### src/rtl/log_perf_if.sv
// Bundle of perf-counter inputs, logging-window status and the snapshot stream.
// The bench drives through master; log_perf_ctrl attaches as slave.
interface log_perf_if #(
  parameter int unsigned NUM_CNT = 8,
  parameter int unsigned CNT_W   = 48,
  parameter int unsigned INC_W   = 6,
  parameter int unsigned IDX_W   = (NUM_CNT > 1) ? $clog2(NUM_CNT) : 1
);
  logic [NUM_CNT*INC_W-1:0] perf_inc;
  logic [63:0]              log_begin;
  logic [63:0]              log_end;
  logic [31:0]              dump_period;
  logic                     auto_clean;
  logic                     dump_req;
  logic                     clean_req;
  logic [63:0]              timer;
  logic                     logEnable;
  logic                     clean;
  logic                     dump;
  logic                     out_valid;
  logic                     out_ready;
  logic [IDX_W-1:0]         out_idx;
  logic [CNT_W-1:0]         out_data;
  logic                     out_last;
  logic                     dump_overrun;

  modport master (
    output perf_inc, log_begin, log_end, dump_period, auto_clean, dump_req,
           clean_req, out_ready,
    input  timer, logEnable, clean, dump, out_valid, out_idx, out_data,
           out_last, dump_overrun
  );

  modport slave (
    input  perf_inc, log_begin, log_end, dump_period, auto_clean, dump_req,
           clean_req, out_ready,
    output timer, logEnable, clean, dump, out_valid, out_idx, out_data,
           out_last, dump_overrun
  );
endinterface

### src/rtl/log_perf_ctrl.sv
// Windowed saturating perf-counter bank with periodic/external snapshot dump
// streamed out one channel per beat over a valid/ready handshake.
module log_perf_ctrl #(
  parameter int unsigned NUM_CNT = 8,
  parameter int unsigned CNT_W   = 48,
  parameter int unsigned INC_W   = 6,
  parameter int unsigned IDX_W   = (NUM_CNT > 1) ? $clog2(NUM_CNT) : 1
) (
  input logic       clock,
  input logic       reset,
  log_perf_if.slave bus
);

  typedef enum logic {IDLE, STREAM} state_t;

  state_t           state, state_nxt;
  logic [63:0]      timer_q;
  logic [31:0]      period_cnt;
  logic [31:0]      period_last;
  logic [IDX_W-1:0] idx, idx_nxt;
  logic             dump_q, dump_nxt;
  logic             overrun, overrun_nxt;
  logic             clean_q;
  logic             snap;
  logic             log_en;
  logic             period_chg;
  logic             auto_req;
  logic             dump_rq;
  logic             last_beat;
  logic [CNT_W-1:0] acc    [NUM_CNT];
  logic [CNT_W-1:0] shadow [NUM_CNT];

  function automatic logic [CNT_W-1:0] sat_add(input logic [CNT_W-1:0] a,
                                               input logic [INC_W-1:0] b);
    logic [CNT_W:0] s;
    s = {1'b0, a} + (CNT_W+1)'(b);
    return s[CNT_W] ? '1 : s[CNT_W-1:0];
  endfunction

  assign log_en     = (timer_q >= bus.log_begin) && (timer_q < bus.log_end);
  assign period_chg = (bus.dump_period != period_last);
  assign auto_req   = (bus.dump_period != 32'd0) && !period_chg &&
                      (period_cnt == bus.dump_period - 32'd1);
  assign dump_rq    = bus.dump_req | auto_req;
  assign last_beat  = (idx == IDX_W'(NUM_CNT - 1));

  // Free-running timer and auto-dump period counter (restarts on period change)
  always_ff @(posedge clock or negedge reset) begin
    if (!reset) begin
      timer_q     <= 64'd0;
      period_cnt  <= 32'd0;
      period_last <= 32'd0;
    end else begin
      timer_q     <= timer_q + 64'd1;
      period_last <= bus.dump_period;
      if (period_chg || (bus.dump_period == 32'd0) || auto_req)
        period_cnt <= 32'd0;
      else
        period_cnt <= period_cnt + 32'd1;
    end
  end

  always_ff @(posedge clock or negedge reset) begin
    if (!reset) begin
      state   <= IDLE;
      idx     <= '0;
      dump_q  <= 1'b0;
      overrun <= 1'b0;
      clean_q <= 1'b0;
    end else begin
      state   <= state_nxt;
      idx     <= idx_nxt;
      dump_q  <= dump_nxt;
      overrun <= overrun_nxt;
      clean_q <= bus.clean_req | (bus.auto_clean & dump_q);
    end
  end

  always_comb begin
    state_nxt   = state;
    idx_nxt     = idx;
    dump_nxt    = 1'b0;
    overrun_nxt = overrun;
    snap        = 1'b0;
    case (state)
      IDLE: begin
        if (dump_rq) begin
          state_nxt = STREAM;
          idx_nxt   = '0;
          dump_nxt  = 1'b1;
          snap      = 1'b1;
        end
      end
      STREAM: begin
        if (dump_rq) overrun_nxt = 1'b1;
        if (bus.out_ready) begin
          if (last_beat) begin
            state_nxt = IDLE;
            idx_nxt   = '0;
          end else begin
            idx_nxt = idx + IDX_W'(1);
          end
        end
      end
      default: state_nxt = IDLE;
    endcase
  end

  // Snapshot takes the pre-increment value; clean wins over that cycle's increment
  always_ff @(posedge clock or negedge reset) begin
    if (!reset) begin
      for (int i = 0; i < int'(NUM_CNT); i++) begin
        acc[i]    <= '0;
        shadow[i] <= '0;
      end
    end else begin
      for (int i = 0; i < int'(NUM_CNT); i++) begin
        if (clean_q)
          acc[i] <= '0;
        else if (log_en)
          acc[i] <= sat_add(acc[i], bus.perf_inc[i*INC_W +: INC_W]);
        if (snap) shadow[i] <= acc[i];
      end
    end
  end

  assign bus.timer        = timer_q;
  assign bus.logEnable    = log_en;
  assign bus.clean        = clean_q;
  assign bus.dump         = dump_q;
  assign bus.out_valid    = (state == STREAM);
  assign bus.out_idx      = idx;
  assign bus.out_data     = shadow[idx];
  assign bus.out_last     = (state == STREAM) && last_beat;
  assign bus.dump_overrun = overrun;

endmodule

### src/flat_wrapper.sv
// flat-port wrapper written by rule: the top's interface ports become plain ports
module log_perf_ctrl_flat 
#(
  parameter int unsigned NUM_CNT = 8,
  parameter int unsigned CNT_W   = 48,
  parameter int unsigned INC_W   = 6,
  parameter int unsigned IDX_W   = (NUM_CNT > 1) ? $clog2(NUM_CNT) : 1
)
  (clock, reset, bus_perf_inc, bus_log_begin, bus_log_end, bus_dump_period, bus_auto_clean, bus_dump_req, bus_clean_req, bus_out_ready, bus_timer, bus_logEnable, bus_clean, bus_dump, bus_out_valid, bus_out_idx, bus_out_data, bus_out_last, bus_dump_overrun);
  log_perf_if #(.NUM_CNT(NUM_CNT), .CNT_W(CNT_W), .INC_W(INC_W), .IDX_W(IDX_W)) bus_i ();
  input logic clock;
  input logic reset;
  input wire logic [$bits(bus_i.perf_inc)-1:0] bus_perf_inc;
  input wire logic [$bits(bus_i.log_begin)-1:0] bus_log_begin;
  input wire logic [$bits(bus_i.log_end)-1:0] bus_log_end;
  input wire logic [$bits(bus_i.dump_period)-1:0] bus_dump_period;
  input wire logic [$bits(bus_i.auto_clean)-1:0] bus_auto_clean;
  input wire logic [$bits(bus_i.dump_req)-1:0] bus_dump_req;
  input wire logic [$bits(bus_i.clean_req)-1:0] bus_clean_req;
  input wire logic [$bits(bus_i.out_ready)-1:0] bus_out_ready;
  output wire logic [$bits(bus_i.timer)-1:0] bus_timer;
  output wire logic [$bits(bus_i.logEnable)-1:0] bus_logEnable;
  output wire logic [$bits(bus_i.clean)-1:0] bus_clean;
  output wire logic [$bits(bus_i.dump)-1:0] bus_dump;
  output wire logic [$bits(bus_i.out_valid)-1:0] bus_out_valid;
  output wire logic [$bits(bus_i.out_idx)-1:0] bus_out_idx;
  output wire logic [$bits(bus_i.out_data)-1:0] bus_out_data;
  output wire logic [$bits(bus_i.out_last)-1:0] bus_out_last;
  output wire logic [$bits(bus_i.dump_overrun)-1:0] bus_dump_overrun;
  assign bus_i.perf_inc = bus_perf_inc;
  assign bus_i.log_begin = bus_log_begin;
  assign bus_i.log_end = bus_log_end;
  assign bus_i.dump_period = bus_dump_period;
  assign bus_i.auto_clean = bus_auto_clean;
  assign bus_i.dump_req = bus_dump_req;
  assign bus_i.clean_req = bus_clean_req;
  assign bus_i.out_ready = bus_out_ready;
  assign bus_timer = bus_i.timer;
  assign bus_logEnable = bus_i.logEnable;
  assign bus_clean = bus_i.clean;
  assign bus_dump = bus_i.dump;
  assign bus_out_valid = bus_i.out_valid;
  assign bus_out_idx = bus_i.out_idx;
  assign bus_out_data = bus_i.out_data;
  assign bus_out_last = bus_i.out_last;
  assign bus_dump_overrun = bus_i.dump_overrun;
  log_perf_ctrl #(.NUM_CNT(NUM_CNT), .CNT_W(CNT_W), .INC_W(INC_W), .IDX_W(IDX_W)) u_core (.clock(clock), .reset(reset), .bus(bus_i));
endmodule
### config.mk
export PLATFORM = sky130hd
export DESIGN_NAME = log_perf_ctrl_flat
export DESIGN_NICKNAME = d
export VERILOG_FILES = /design/src/rtl/log_perf_if.sv /design/src/rtl/log_perf_ctrl.sv /design/src/flat_wrapper.sv
export SDC_FILE = /design/constraint.sdc
export NUM_CORES = 2
export LEC_CHECK = 0
export ABC_AREA = 0
export ABC_CLOCK_PERIOD_IN_PS = 5360
export CORE_AREA = 2 2 473 475
export CTS_CLUSTER_SIZE = 20
export DETAILED_ROUTE_END_ITERATION = 6
export DIE_AREA = 0 0 475 477
export PLACE_DENSITY = 0.44
export SYNTH_ARGS = -nofsm -noshare
export SYNTH_HDL_FRONTEND = slang
export SYNTH_SLANG_ARGS = --single-unit
### constraint.sdc
create_clock -name clock -period 5.36 [get_ports clock]
set_clock_uncertainty 0.15 [all_clocks]
set_input_delay 1.608 -clock clock [delete_from_list [all_inputs] [get_ports clock]]
set_output_delay 1.608 -clock clock [all_outputs]
set_load 0.01 [all_outputs]
* Yosys cells after proc, flatten, opt, wreduce, memory -nomap -nowiden *
Cells that the tools add are included.

operators by class
  $add $sub $neg = 12
  $mul = 0
  div/mod/pow operators = 0
  $lt $le $gt $ge = 3
  eq/ne operators = 5
  shift-type cells = 0
  multiplexer cells = 37
  bitwise operators = 5
  reduce and logical (&&, ||, !) cells = 12

operators with widths
  cell                                                                      count
  48-bit two-way mux                                                        26
  48-bit by 6-bit adder with 49-bit output                                  8
  48-bit binary-select mux with 3-bit select                                1
  64-bit by 1-bit adder with 64-bit output (second input constant)          1
  64-bit >= comparator                                                      1
  64-bit < comparator                                                       1
  32-bit by 1-bit adder with 32-bit output (second input constant)          1
  32-bit == test                                                            1
  32-bit logical NOT                                                        1
  32-bit two-way mux                                                        1
  32-bit inequality test                                                    1
  32-bit nonzero test                                                       1
  32-bit by 1-bit subtractor with 32-bit output (second input constant)     1
  3-bit two-way mux                                                         3
  3-bit one-hot mux with 2 select lines                                     1
  4-bit >= comparator (second input constant)                               1
  1-bit logical AND                                                         4
  1-bit two-way mux                                                         4
  3-bit inverter with 4-bit output                                          1
  2-bit AND reduction                                                       2
  3-bit by 1-bit adder with 3-bit output (second input constant)            1
  3-bit == test (second input constant)                                     1
  1-bit logical OR                                                          2
  2-bit by 1-bit inequality test with 1-bit output (second input constant)  1
  7 further kinds                                                           8

storage, ports and cells
  flip-flop bits (word level) = 903
  latch bits = 0
  bits in writable memories = 0
  memory bits (read-only) = 0
  output and inout port bits = 121
  logic and storage cells = 98
  memories = 0

* Logic depth before layout (Yosys ltp) *
  word-level depth = 7
  mapped depth = 14
  gate-level depth less buffers = 11

* Worst setup path before layout *
No wires, ideal clock.

  path kind = input to output
  start point = input bus_log_begin[38]
  end point = output bus_logEnable
  arrival time = 3.644 ns
  path slack = -0.042 ns
  stages on the path = 11
  buffers on the path = 1
  cells stage by stage = inv_1 -> ha_1 -> nand4_1 -> nor4_1 -> nand2_1 -> o211ai_1 -> a41oi_1 -> o21ai_1 -> nand2_1 -> inv_2 -> clkbuf_1

between the ends
  word-level cells in the longest chain between the ends = 2

ends and longest elaborated chain
  item                  RTL line             text
  start, declared       flat_wrapper.sv:14   input wire logic [$bits(bus_i.log_begin)-1:0] bus_log_begin;
  64-bit >= comparator  log_perf_ctrl.sv:40  assign log_en = (timer_q >= bus.log_begin) && (timer_q < bus.log_end);
  1-bit logical AND     log_perf_ctrl.sv:40
  end, declared         flat_wrapper.sv:22   output wire logic [$bits(bus_i.logEnable)-1:0] bus_logEnable;

No other way between the ends.

* Worst setup path after layout *
  start point = input bus_log_begin[0]
  end point = output bus_logEnable

Same word-level chain as after synthesis.

==> metrics.csv <==
stage,metric,value,unit
critical_path,crit_slowest_cell,a2111o_1,
floorplanning,dieArea,226600,um2
synthesis,yosys-top-cells-area,"dfrtp_1 (34%), nand2_1 (5.6%), a31oi_1 (5.4%)",
timing,setup_tns,-0.01596,ns
grt,grt_pass1_vias,64219,
grt,grt_overflow,0,
layout,instances_no_fill,11312,
critical_path,crit_type,in -> out,
placement,hpwl,196600,um
route,dr.pass1.iters,7,
placement,port_buffers,334,
synthesis,synthArstFlopShare,100.0,%
power_and_ir_drop,p_switching,6.526,mW
layout,drive_gt1_share,13.54,%
grt,grt_pass1_wl,432000,um
synthesis,ys_seq_area_share,34.18,%
grt,grt_max_degree,214,
critical_path,cp.required,3.60,ns
critical_path,critPathMaxStageDelay,0.43,ns
power_and_ir_drop,fin_total_pwr,20.08,mW
clock_network,cts_buffer_depth,3,
synthesis,synth_top_area_share,34.18,%
placement,gp_congestion,0.9055,
synthesis,yosys_warnings,0,
synthesis,avgSynthCellArea,8.265,um2
critical_path,r2r_slack,0.44,ns
critical_path,path_cells,"clkbuf_2, ha_1, nand2b_4, a2111o_1, a311oi_2, o21ai_2, a41oi_2, o21ai_4, nand2_8, clkinv_4, buf_6",
critical_path,crit_family,compound AO/OA/AOI/OAI gates,
critical_path,crit_buf_inv,3,
timing,rsz0062_at_grt,true,
layout,syn_to_final_growth,21.75,%
critical_path,start_kind,primary input,
floorplanning,rows,173,
job,max-cap-violations,0,
clock_network,cts_root_buf,clkbuf_16,
clock_network,cts_max_level,3,
floorplanning,die_x,475,um
min_path,hp-class,reg -> reg,
layout,utilization,36.34,%
floorplanning,fp.dieH,477,um
status,status,"complete, but fails checks",
synthesis,synth_fp_nets,8401,
synthesis,yosysUniqueCellTypes,80,
clock_network,cts-buffers-inserted,120,
power_and_ir_drop,p_leak,32.22,nW
route,via_per_inst,5.899,
route,vias,66735,
synthesis,yosysTopAreaCell,dfrtp_1,
layout,nets,8631,
power_and_ir_drop,power_frac_seq,36.7,%
timing,fmaxAchievable,0.1860,GHz
synthesis,synthCells,7998,
grt,antenna_found_initial,25,
route,drc,3,
clock_network,cts_sinks,903,
synthesis,synth_edf_count,0,
critical_path,path_max_fanout,2,
timing,post-route-period-util,100.3,%
power_and_ir_drop,clkPwrFrac,40.8,%
critical_path,endpoint_kind,output port,
layout,stdcell_area,80480,um2
synthesis,synth_seq_cells,903,
clock_network,cts_tree,done,
clock_network,worstSkewPairLatency,0.80,ns
critical_path,arrival,3.62,ns
power_and_ir_drop,vdd_drop_max,266.8,uV
timing,timing.final.crit_period,5.376,ns
timing,layout_setup_ws,-0.01596,ns
route,post_drt_wl_per_cell,25.46,um
timing,tightest_slew,1.128,ns
route,antenna_left,0,
clock_network,path_clk_slew,0.05,ns
layout,final_common_cell,nand2_1,
synthesis,syn_area,66100,um2
timing,timing.hold.ws,0.2913,ns
power_and_ir_drop,p_int,13.55,mW
timing,slew_headroom,24.67,%
power_and_ir_drop,switching_share,32.50,%
route,drt_first_iter_violations,6669,
timing,finalHoldViolCount,0,
power_and_ir_drop,power_density,249.5,nW/um2
power_and_ir_drop,power_frac_comb,22.5,%
layout,final_cell_mix,"nand2_1 (980), dfrtp_1 (898), a31oi_1 (567)",
grt,grt_usage,24.67,%
placement,dpl_cell_area,74920,um2
status,violations,"design-rule violations, negative setup slack",
floorplanning,io_pins,335,
placement,post-place-ws,-1.468,ns
synthesis,yosys_most_used_dff,dfrtp_1,
route,totalWireLength,288000,um
timing,setup_viol,1,
floorplanning,start_util,29.85,%
placement,dp_cells,11040,
floorplanning,core,221400,um2
timing,maxSlewViolCount,0,
==> sequential cells by signal (all words and copies together) (netlist names) <==
signal and count:
u_core.period_last 32, u_core.bus.dump_overrun 1, u_core.bus.timer 64, u_core.bus.out_idx 3, u_core.shadow 384, u_core.bus.out_valid 1, u_core.period_cnt 32, u_core.acc 384
u_core.bus.dump 1, u_core.bus.clean 1
==> metal layers <==
layer  routed length [um]  global-route usage [%]  vias up
met1               122900                   32.69    33666
met4                17040                   12.62       12
met2               133000                   39.19     2119
met5                   78                       0        -
li1                     -                       -    30458
met3                15000                   3.216      480
==> area by class of cell <==
class	count	area, um2
clock inverters	28	300.3
clock buffers	187	3537
inverters	570	2155
multi-input cells	5768	39630
diodes	16	40.04
flip-flops and latches	903	22620
repair buffers	865	8477
well taps	2975	3722
fillers	22497	141000
==> worst paths after layout <==
kind,from,endpoint,cells past startpoint
max,bus_log_begin[0],bus_logEnable,11
min reg2reg,u_core.bus.timer[0]$_DFF_PN0_,u_core.bus.timer[0]$_DFF_PN0_,1
max reg2reg,u_core.bus.timer[47]$_DFF_PN0_,u_core.acc[135]$_DFFE_PN0P_,26
min in group asynchronous,reset,u_core.bus.timer[34]$_DFF_PN0_,1
max in group asynchronous,reset,u_core.acc[230]$_DFFE_PN0P_,2
min,u_core.bus.timer[0]$_DFF_PN0_,u_core.bus.timer[0]$_DFF_PN0_,1
==> cells in the mapped netlist (58+ instances only) <==
library cell	number
nor2b_1	78
nand2_1	988
nand3b_1	342
nor3_1	258
o31ai_1	58
inv_1	568
o311ai_1	330
a31oi_1	568
nand3_1	532
nor3b_1	305
nand4_1	124
xor2_1	63
mux4_2	96
a311oi_1	133
clkbuf_1	602
nor2_1	209
o21ai_0	215
a21oi_1	212
buf_2	69
a211oi_1	160
xnor2_1	125
and3_1	175
ha_1	181
nor4_1	90
dfrtp_1	903
==> kinds of logic (layout without fill, tap and decap cells) <==
logic type	count (synthesis)	in the layout	share of synthesized area (%)
and+or+nand+nor	3296	3296	26.74
AOI/OAI and AO/OA	1989	1989	21.30
buffers and inverters	1327	1650	8.186
DFF	903	903	34.18
adders and majority gates	189	189	3.668
xor gates and xnor gates	188	188	2.491
muxes	106	106	3.441
other	0	16	0
==> power groups by stage <==
stage | Sequential, mW | Clock, mW | Combinational (mW)
after CTS | 7.36 | 8.39 | 4.51
after detailed placement | 7.53 | 0 | 4.36
after floorplan | 7.27 | 0 | 2.58
final | 7.36 | 8.20 | 4.52
after global placement | 7.52 | 0 | 4.32
after global routing | 7.39 | 8.65 | 4.87
==> worst register-to-register path, stage by stage (launching register included) <==
cell	delay (ns)
dfrtp_1	0.54
ha_4	0.35
nand4_1	0.19
nor4_4	0.35
nand4_1	0.23
nor3_2	0.22
nand2_2	0.08
buf_4	0.14
buf_4	0.12
buf_4	0.12
buf_4	0.12
buf_4	0.12
buf_4	0.12
buf_4	0.12
buf_4	0.12
buf_4	0.12
buf_4	0.12
buf_4	0.12
buf_4	0.12
buf_4	0.15
nand3_4	0.08
buf_12	0.18
buf_12	0.17
buf_4	0.15
nor3_1	0.05
buf_4	0.23
a311oi_1	0.28
==> timing repair <==
action | CTS | global route
cloned | 0 | 0
resized for setup | 326 | 103
setup buffers | 36 | 7
setup endpoints to repair | 151 | 186
pin swaps | 104 | 66
hold buffers | 0 | 0
Power figures use the tool's default switching activity.
